===== src/rtl/arb8_pkg.sv =====
// Shared constants and state encoding for the 8-requester arbiter.
package arb8_pkg;
  localparam int NREQ         = 8;
  localparam int IDX_W        = 3;
  localparam int MAX_HOLD_DEF = 15;

  typedef enum logic [1:0] {IDLE, GRANT, GAP} arb_state_t;
endpackage


===== src/rtl/arb8_rot_pick.sv =====
// Combinational rotating-priority picker: rotate by base, 8-to-3 encode (highest wins), un-rotate.
module arb8_rot_pick
  import arb8_pkg::*;
(
  input  logic [NREQ-1:0]  req,
  input  logic [IDX_W-1:0] last_idx,
  input  logic             mode,
  output logic [IDX_W-1:0] winner,
  output logic             any
);
  logic [IDX_W-1:0] base, pos;
  logic [NREQ-1:0]  rot;

  // Fixed mode is a rotation by zero, so both modes share one encoder.
  assign base = mode ? last_idx : '0;

  always_comb begin
    rot = '0;
    for (int j = 0; j < NREQ; j++) rot[j] = req[IDX_W'(j + int'(base))];
  end

  always_comb begin
    pos = '0;
    for (int j = 0; j < NREQ; j++) if (rot[j]) pos = IDX_W'(j);
  end

  assign winner = pos + base;
  assign any    = |req;
endmodule


===== src/rtl/arb8_prio_sched.sv =====
// 8-requester tenure-holding arbiter, fixed or round-robin priority.
// Define ARB8_HOLD_TIMEOUT_EN to force release after MAX_HOLD cycles when others wait.
module arb8_prio_sched
  import arb8_pkg::*;
#(
  parameter int MAX_HOLD = MAX_HOLD_DEF
) (
  input  logic             clk,
  input  logic             rst_n,
  input  logic [NREQ-1:0]  req,
  input  logic             mode,
  output logic [NREQ-1:0]  grant,
  output logic [IDX_W-1:0] grant_idx,
  output logic             grant_valid
);
  if (MAX_HOLD < 1 || MAX_HOLD > 255) begin : g_bad_hold
    $error("MAX_HOLD must be in 1..255");
  end

  arb_state_t       state, state_nxt;
  logic [IDX_W-1:0] last_idx, last_nxt, idx_nxt, winner;
  logic [NREQ-1:0]  grant_nxt;
  logic             valid_nxt, any, timeout;

  arb8_rot_pick u_pick (
    .req     (req),
    .last_idx(last_idx),
    .mode    (mode),
    .winner  (winner),
    .any     (any)
  );

`ifdef ARB8_HOLD_TIMEOUT_EN
  localparam logic [7:0] HOLD_LIM = 8'(MAX_HOLD);
  logic [7:0] hold_cnt, hold_inc;

  // Saturates at the limit so a lone holder keeps its grant indefinitely.
  assign hold_inc = (hold_cnt == HOLD_LIM) ? hold_cnt : hold_cnt + 8'd1;
  assign timeout  = (hold_inc == HOLD_LIM) && |(req & ~grant);

  always_ff @(posedge clk) begin
    if (!rst_n)              hold_cnt <= '0;
    else if (state == GRANT) hold_cnt <= hold_inc;
    else                     hold_cnt <= '0;
  end
`else
  assign timeout = 1'b0;
`endif

  always_comb begin
    state_nxt = state;
    grant_nxt = grant;
    idx_nxt   = grant_idx;
    valid_nxt = grant_valid;
    last_nxt  = last_idx;
    case (state)
      IDLE: if (any) begin
        grant_nxt = NREQ'(1) << winner;
        idx_nxt   = winner;
        valid_nxt = 1'b1;
        state_nxt = GRANT;
      end
      GRANT: if (!req[grant_idx] || timeout) begin
        grant_nxt = '0;
        idx_nxt   = '0;
        valid_nxt = 1'b0;
        last_nxt  = grant_idx;
        state_nxt = GAP;
      end
      GAP:     state_nxt = IDLE;
      default: state_nxt = IDLE;
    endcase
  end

  always_ff @(posedge clk) begin
    if (!rst_n) begin
      state       <= IDLE;
      grant       <= '0;
      grant_idx   <= '0;
      grant_valid <= 1'b0;
      last_idx    <= '0;
    end else begin
      state       <= state_nxt;
      grant       <= grant_nxt;
      grant_idx   <= idx_nxt;
      grant_valid <= valid_nxt;
      last_idx    <= last_nxt;
    end
  end

  a_onehot: assert property (@(posedge clk) $onehot0(grant));
  a_valid:  assert property (@(posedge clk) grant_valid == |grant);
  a_idx:    assert property (@(posedge clk) grant_valid |-> grant == (NREQ'(1) << grant_idx));
endmodule


===== config.mk =====
export PLATFORM = sky130hd
export DESIGN_NAME = arb8_prio_sched
export DESIGN_NICKNAME = d
export VERILOG_FILES = /design/src/rtl/arb8_pkg.sv /design/src/rtl/arb8_rot_pick.sv /design/src/rtl/arb8_prio_sched.sv
export SDC_FILE = /design/constraint.sdc
export NUM_CORES = 1
export LEC_CHECK = 0
export ABC_AREA = 1
export CORE_MARGIN = 2
export CORE_UTILIZATION = 51
export CTS_CLUSTER_SIZE = 30
export DETAILED_ROUTE_END_ITERATION = 10
export HOLD_SLACK_MARGIN = 0.15
export PLACE_DENSITY = 0.77
export SLEW_MARGIN = 20
export SYNTH_ARGS = -nofsm -noshare
export SYNTH_HDL_FRONTEND = slang
export SYNTH_SLANG_ARGS = --single-unit

===== constraint.sdc =====
create_clock -name clk -period 5.7 [get_ports clk]
set_clock_uncertainty 0.05 [all_clocks]
set_input_delay 1.14 -clock clk [delete_from_list [all_inputs] [get_ports clk]]
set_output_delay 1.14 -clock clk [all_outputs]
set_load 0.02 [all_outputs]

# Word-level counts from Yosys, hierarchy flattened
# Cells that the tools add are included.
# word_totals
output_inout_bits,12
wordCells,75
inputBits,11
ff_bits,17
# op_classes
eq_ne,3
n_lt_le_gt_ge,8
n_shift,1
bitwise_logic,1
addsub,8
n_reduce_logical,6
n_mux,43
# ops
operator,count
3-bit by 5-bit less-than comparator with 1-bit output (second input constant),7
1-bit binary-select mux with 3-bit select,8
3-bit 2-to-1 mux,7
1-bit 2-to-1 mux,18
8-bit 2-to-1 mux,2
8-bit one-hot mux with 2 select lines,1
3-bit adder (first input constant),4
2-bit 2-to-1 mux,4
8-bit OR reduction,1
1-bit by 3-bit left shift with 8-bit output (first input constant),1
2-bit by 3-bit adder with 3-bit output (first input constant),2
3-bit one-hot mux with 2 select lines,1
3-bit by 4-bit less-than comparator with 1-bit output (second input constant),1
2-bit inequality test (second input constant),2
2-bit one-hot mux with 2 select lines,1
2-bit AND reduction,2
1-bit by 3-bit adder with 3-bit output (first input constant),1
3-bit adder,1
3-bit AND reduction,1
2-bit by 1-bit equality test with 1-bit output (second input constant),1
2-bit logical NOT,1
1-bit one-hot mux with 2 select lines,1
2-bit nonzero test,1
1-bit NOT,1

# Depth between registers and ports, before layout
# Gate-level depths: netlist of the first run.
# depth
depth_word,16
ltp_mapped,21
ltp_nobuf,19

# Hierarchy
# From an unflattened synthesis of the first run, not the netlist that was laid out.
# unflattened
cells_unflattened,234
hier_area_um2,1441.4
# by_module_without_submodules
mod,area_per_inst_um2,cells_per_inst,n_inst
arb8_prio_sched,785.8,116,1
arb8_rot_pick,655.6,118,1

# Least setup slack after synthesis of the first run
# Ideal clock, no wire load.
# synth_timing
kind,input to register
start,input port mode
end,register grant[0]
setup_slack_ns,2.004
stages,21
setup_time_ns,0.133
arrival_time_ns,3.513
cell_sequence,buf_6 > nand2_4 > buf_6 > ha_1 > inv_1 > nand3_1 > nand2_1 > nor2_1 > o21ai_0 > nand2_1 > a21boi_0 > o21ai_0 > ha_1 > inv_1 > fa_1 > xor2_1 > o21bai_2 > nand2_2 > inv_2 > nand2_1 > a21oi_2
# synth_via
elab_chain_cells,16
# synth_rtl
element,line_no,text
"start, declared",arb8_prio_sched.sv:11,"input logic mode,"
3-bit 2-to-1 mux *,arb8_rot_pick.sv:15,assign base = mode ? last_idx : '0;
1-bit by 3-bit adder with 3-bit output,arb8_rot_pick.sv:19,for (int j = 0; j < NREQ; j++) rot[j] = req[IDX_W'(j + int'(base))];
1-bit binary-select mux with 3-bit select,arb8_rot_pick.sv:19,
1-bit 2-to-1 mux (implied by the code) (2 in a row),arb8_rot_pick.sv:19,
1-bit 2-to-1 mux,arb8_rot_pick.sv:24,for (int j = 0; j < NREQ; j++) if (rot[j]) pos = IDX_W'(j);
2-bit 2-to-1 mux (2 in a row),arb8_rot_pick.sv:24,
3-bit 2-to-1 mux (4 in a row),arb8_rot_pick.sv:24,
3-bit adder *,arb8_rot_pick.sv:27,assign winner = pos + base;
1-bit by 3-bit left shift with 8-bit output *,arb8_prio_sched.sv:58,grant_nxt = NREQ'(1) << winner;
8-bit 2-to-1 mux *,arb8_prio_sched.sv:57,IDLE: if (any) begin
8-bit one-hot mux with 2 select lines *,arb8_prio_sched.sv:56,case (state)
"end signal, assigned",arb8_prio_sched.sv:84,grant <= grant_nxt;
"end, declared",arb8_prio_sched.sv:12,"output logic [NREQ-1:0] grant,"
# Mark *: on every way between the ends. The rest lies on a longest branch, timed or not. The select of a mux whose other input is x is not followed.
# A chain may end at the register's enable or synchronous reset.

# Final worst setup path of the first run
# layout_timing
start,input port mode
end,register grant[1]
# The elaborated chain is that of the path after synthesis.

==> results of run 1 <==
==> logic make-up (layout without fill, tap and decap cells) <==
| logic type | Yosys count | in the layout | synth area share |
|---|---|---|---|
| DFF | 17 | 17 | 0.241 |
| and+or+nand+nor | 148 | 148 | 0.468 |
| buffers and inverters | 33 | 52 | 0.112 |
| AOI/OAI and AO/OA | 31 | 31 | 0.129 |
| adders and majority gates | 3 | 3 | 0.0319 |
| xor gates and xnor gates | 3 | 3 | 0.0186 |
==> per-layer routing <==
layer	track usage	vias to the layer above	wire [µm]
li1	-	792	-
met1	0.299	660	1540
met2	0.379	34	1610
met3	0.0207	2	156
met4	0.0306	0	21
met5	0	-	0
==> worst max-delay path by stage <==
| stage | startpoint | depth (start not counted) | to |
|---|---|---|---|
| floorplan | mode | 21 | grant[0] |
| global placement | mode | 20 | grant[1] |
| CTS | mode | 20 | grant[1] |
| global route | mode | 20 | grant[0] |
| detailed placement | mode | 20 | grant[0] |
| finish | mode | 20 | grant[1] |
==> report_power, final <==
| part | switching (µW) | total, µW | internal, µW |
|---|---|---|---|
| combinational | 226 | 371 | 145 |
| sequential | 39.5 | 188 | 149 |
| clock | 34.1 | 61.2 | 27.1 |
==> layout by cell type, fill, tap and decap left out <==
cell,n
inv_2,3
nand4_1,1
nand2_2,8
a21oi_1,15
clkbuf_4,3
nor2_2,1
clkdlybuf4s50_1,22
ha_1,2
o21bai_2,1
nand2_1,78
xnor2_1,1
nand2_4,3
clkbuf_1,1
clkinv_2,1
inv_1,20
nor2_1,15
dfxtp_1,17
a21boi_0,1
or2_2,1
xor2_1,2
clkinv_1,2
fa_1,1
o21ai_0,9
nand3_1,38
a21oi_2,4
o211ai_1,1
nand3b_1,1
nor3_1,2
==> registers in the layout, indices dropped and copies added (netlist names) <==
| signal | count |
|---|---|
| grant_valid | 1 |
| grant | 8 |
| last_idx | 3 |
| grant_idx | 3 |
| state | 2 |
==> worst register-to-register path: stages (launching register included) <==
cell and delay [ps]:
dfxtp_1 650, nand2_4 210, ha_1 390, inv_1 70
nand3_1 80, nand2_1 90, nor2_1 90, o21ai_0 80
nand2_1 70, a21boi_0 70, o21ai_0 180, ha_1 180
inv_1 50, fa_1 370, xor2_1 180, o21bai_2 200
nand2_2 120, inv_2 70, nand2_1 70, a21oi_2 50
==> layout make-up <==
class / instances / share of cell area
Inverter: 26 / 0.0604
Timing Repair Buffer: 22 / 0.135
Multi-Input combinational cell: 185 / 0.557
Sequential cell: 17 / 0.208
Clock buffer: 4 / 0.0161
Tap cell: 31 / 0.0237
==> per-stage QoR <==
stage          power [µW]  cell area [µm²]  hold slack (ps)
6_report              621             1640              421
3_5_place_dp          561             1610              405
3_3_place_gp          557             1610              404
2_1_floorplan         462             1410              426
4_1_cts               623             1640              421
5_1_grt               681             1640              436
==> impl_metrics.yaml, run 1 <==
timing:
  drv_slew: 0
  fin_crit_sh: 0.805
  finalSetupTns_ps: 0
  slew_headroom: 0.528
  hold_violations: 0
  worstMarginPinSlew_ps: 705
  rsz0062_at_grt: "no"
  setup_ws_ps: 1110
  period_minus_slack_ps: 4590
  timing.fmax_mhz: 218
  setup_viol: 0
job:
  maxCapViolCount: 0
routing:
  first_pass_iters: 4
  routed_via_density: 5.22
  drc: 0
  drtAntennaViolNets: 0
  first_iter_violations: 64
  dr_total_vias: 1488
  routed_wl_um: 3320
  avgRoutedWirePerCell_um: 11.7
finish:
  syn2layout_area_growth_pct: 16.1
  nets: 269
  final_util: 0.609
  regArea_um2: 340
  finalNonFillerCells: 285
  multiInputGateArea_um2: 912
  n_fill_cell: 272
  num_antenna_cells: 0
  drive_above_1_share: 0.0984
worst_setup_path:
  r2r_end: "grant[1]"
  r2r_start: "last_idx[0]"
  path_cells: "clkdlybuf4s50_1, nand2_4, ha_1, inv_1, nand3_1, nand2_1, nor2_1, o21ai_0, nand2_1, a21boi_0, o21ai_0, ha_1, inv_1, fa_1, xor2_1, o21bai_2, nand2_2, inv_2, nand2_1, a21oi_2"
  crit_required_ps: 5800
  r2r_slack_ps: 2270
  cpLargestDelayFamily: "buffers and inverters"
  cp_max_fo: 16
  end_kind: "register"
  startpoint_type: "input pin"
  ff2ff_path_depth: 19
  crit_top_cell: "nand2_1"
  arrival_ps: 4690
  crit_buf_inv: 4
  critical_path_class: "input pin to register"
  cp_slowest_cell: "clkdlybuf4s50_1"
  max_stage_delay_ps: 930
clock_network:
  clk_latency_ps: 270
  clock_path_buffers: 2
  cts_setup_buffers: 0
  hold_buffers: 0
  cts.sinks: 17
  h-tree-depth: 1
  cts-root-buf: "clkbuf_4"
  clk_pin_slew_worst_paths_ps: 90
  cts_tree: "yes"
  cts_buffers: 3
  cts_resized: 0
logic_synthesis:
  yosys_warnings: 0
  ys_ff_latch: 17
  yosysMostFrequentCell: "nand2_1"
  ys_seq_area_frac: 0.241
  post-synth-top-area-cell: "dfxtp_1"
  synth_area_mm2: 0.00141
  netlist_instances: 235
  avgSynthCellArea_um2: 6.00
  ys.flop_type: "dfxtp_1"
  ys_types: 28
  synth_common_cells: "nand2_1 (78), nand3_1 (38), inv_1 (20)"
  synth_area_leaders: "dfxtp_1 (24%), nand2_1 (21%), nand3_1 (13%)"
  ys_async_sr_fraction: 0
  synth_nets: 249
  synth_edf_count: 0
  synth_top_area_share: 0.241
power_and_ir_drop:
  p_per_area_mw_per_mm2: 379
  vdd_drop_max_v: 0.000253
  leakage_uw: 0.000776
grt:
  grt_pass1_wl_um: 5690
  grt_max_degree: 17
  antenna_found_initial: 0
  grt_overflow: 0
  track_usage: 0.218
  grt_pass1_vias: 1351
place:
  dp.cells: 281
  pre_cts_slack_ps: 833
  gp_congestion: 0.888
  dpl.hpwl_um: 2650
  port-buffer-count: 22
worst_hold_path:
  min_path_cells: 2
  min_to: "grant_valid"
  hp-start: "grant_valid"
  min_path_type: "register to register"
floorplanning:
  io_pins: 23
  start_util: 0.525
  chipHeight_um: 56.6
  coreArea_mm2: 0.00269
  die_area_mm2: 0.00320
  die_x_um: 56.6
  rows: 19
outcome:
  outcome: "completed"
(Power assumes the default switching activity.)
==> inputs of run 2 (changes only) <==
clock period = 4.7 ns   (was 5.7 ns; I/O delays follow)
==> run 2 against run 1 <==
Net effect: first-iteration DRC count rose by 14%; design area rose by 0.54%; cell count rose by 0.35%; sequential power rose by 21%; non-clock buffer count rose by 1; clock power rose by 30%; flip-flop and latch count did not move; critical endpoint unchanged; via count rose by 1.6%; worst hold slack barely moved; sequential share of layout area fell by 0.11 points.
==> impl_metrics.yaml, run 2 (synthesis gave the netlist of run 1 again) <==
timing:
  drv_slew: 0
  fin_crit_sh: 0.859
  worstMarginPinSlew_ps: 510
  timing.fmax_mhz: 248
  period_minus_slack_ps: 4040
  slew_headroom: 0.660
  rsz0062_at_grt: "no"
  setup_viol: 0
  finalSetupTns_ps: 0
  hold_violations: 0
floorplanning:
  start_util: 0.525
  die_x_um: 56.6
  die_area_mm2: 0.00320
  rows: 19
  io_pins: 23
  chipHeight_um: 56.6
  coreArea_mm2: 0.00269
worst_hold_path:
  min_path_type: "register to register"
finish:
  drive_above_1_share: 0.106
  mostFrequentLayoutCells: "nand2_1 (78), nand3_1 (38), clkdlybuf4s50_1 (22)"
  syn2layout_area_growth_pct: 16.7
  top_regs: "grant (8), grant_idx (3), last_idx (3)"
  largest_reg_flops: 8
  nets: 270
  mostFrequentLayoutCell: "nand2_1"
  num_antenna_cells: 0
  regMostFlops: "grant"
clock_network:
  cts.sinks: 17
  clk_pin_slew_worst_paths_ps: 100
  h-tree-depth: 1
  hold_buffers: 0
  cts_setup_buffers: 0
  cts_resized: 0
  clock_path_buffers: 2
  cts_tree: "yes"
  clk_latency_ps: 300
  cts-root-buf: "clkbuf_4"
  cts_buffers: 3
routing:
  first_iter_violations: 73
  drc: 0
  dr_total_vias: 1512
  avgRoutedWirePerCell_um: 11.8
  routed_wl_um: 3390
  routed_via_density: 5.29
  drtAntennaViolNets: 0
  first_pass_iters: 4
power_and_ir_drop:
  seqPwrFrac: 0.301
  leakage_uw: 0.000784
  power_frac_comb: 0.594
  p_sw_uw: 370
  vdd_drop_max_v: 0.000315
  power.share.clock: 0.105
  p_int_uw: 388
  p_per_area_mw_per_mm2: 461
  finalPower_uw: 759
  swShare: 0.488
outcome:
  outcome: "completed"
grt:
  antenna_found_initial: 0
  track_usage: 0.220
  grt_overflow: 0
  grt_max_degree: 16
  grt_pass1_vias: 1347
  grt_pass1_wl_um: 5640
worst_setup_path:
  startpoint_type: "input pin"
  arrival_ps: 4170
  end_kind: "register"
  cp_max_fo: 12
  critical_path_class: "input pin to register"
  crit_required_ps: 4830
place:
  port-buffer-count: 22
  dpl.hpwl_um: 2650
  gp_congestion: 0.901
job:
  maxCapViolCount: 0
[run 2: changes by cell type in the layout (fill, tap and decap cells not counted)]
cell,change
clkinv_2,+1
buf_4,+1
clkbuf_1,-1
[run 2: critical path, cell delays in order]
cell	delay, ps
clkdlybuf4s50_1	590
buf_4	250
nand2_4	110
inv_1	150
nand2_1	90
nand2_2	100
nand3_1	80
o21ai_0	120
o21ai_0	130
nand2_1	70
a21boi_0	70
o21ai_0	190
ha_1	180
inv_1	50
fa_1	370
xor2_1	180
o21bai_2	200
nand2_2	120
inv_2	60
nand2_1	70
a21oi_2	50
[run 2: through the flow]
step            util  hold WS, ps  instance area (µm²)  setup slack, ps  std cells
3_3_place_gp   0.602          405                 1620              467        282
4_1_cts        0.612          426                 1650              716        286
5_1_grt        0.612          441                 1650              424        286
3_5_place_dp   0.602          412                 1620              403        282
6_report       0.612          421                 1650              662        286
2_1_floorplan      -          426                 1410             1200        235
[run 2: routing by layer]
metal | track usage | routed length [µm] | up-vias
met1 | 0.282 | 1590 | 663
met2 | 0.360 | 1520 | 42
met5 | 0 | 0 | -
met4 | 0.126 | 110 | 0
li1 | - | - | 796
met3 | 0.0184 | 168 | 11
[run 2: area by class of cell]
cell class / instances / area [µm²]
clock inverters: 1 / 5.00
well taps: 31 / 38.8
clock buffers: 3 / 22.5
inverters: 26 / 98.8
fillers: 261 / 1040
repair buffers: 23 / 228
flip-flops and latches: 17 / 340
multi-input cells: 185 / 912
[run 2: final timing paths]
check | from | to | slack, ps | cells after the start
hold reg to reg | grant[6] | grant[6] | 420 | 2
hold / removal | grant[6] | grant[6] | 420 | 2
setup reg to reg | last_idx[0] | grant[1] | 1290 | 19
setup / recovery | mode | grant[1] | 660 | 21
[run 2: power groups by stage]
| stage | Sequential (µW) | Combinational, µW | Clock [µW] |
|---|---|---|---|
| after CTS | 227 | 450 | 78.2 |
| after floorplan | 244 | 316 | 0 |
| final | 228 | 451 | 79.5 |
| after global placement | 232 | 444 | 0 |
| after detailed placement | 231 | 446 | 0 |
| after global routing | 235 | 507 | 82.2 |
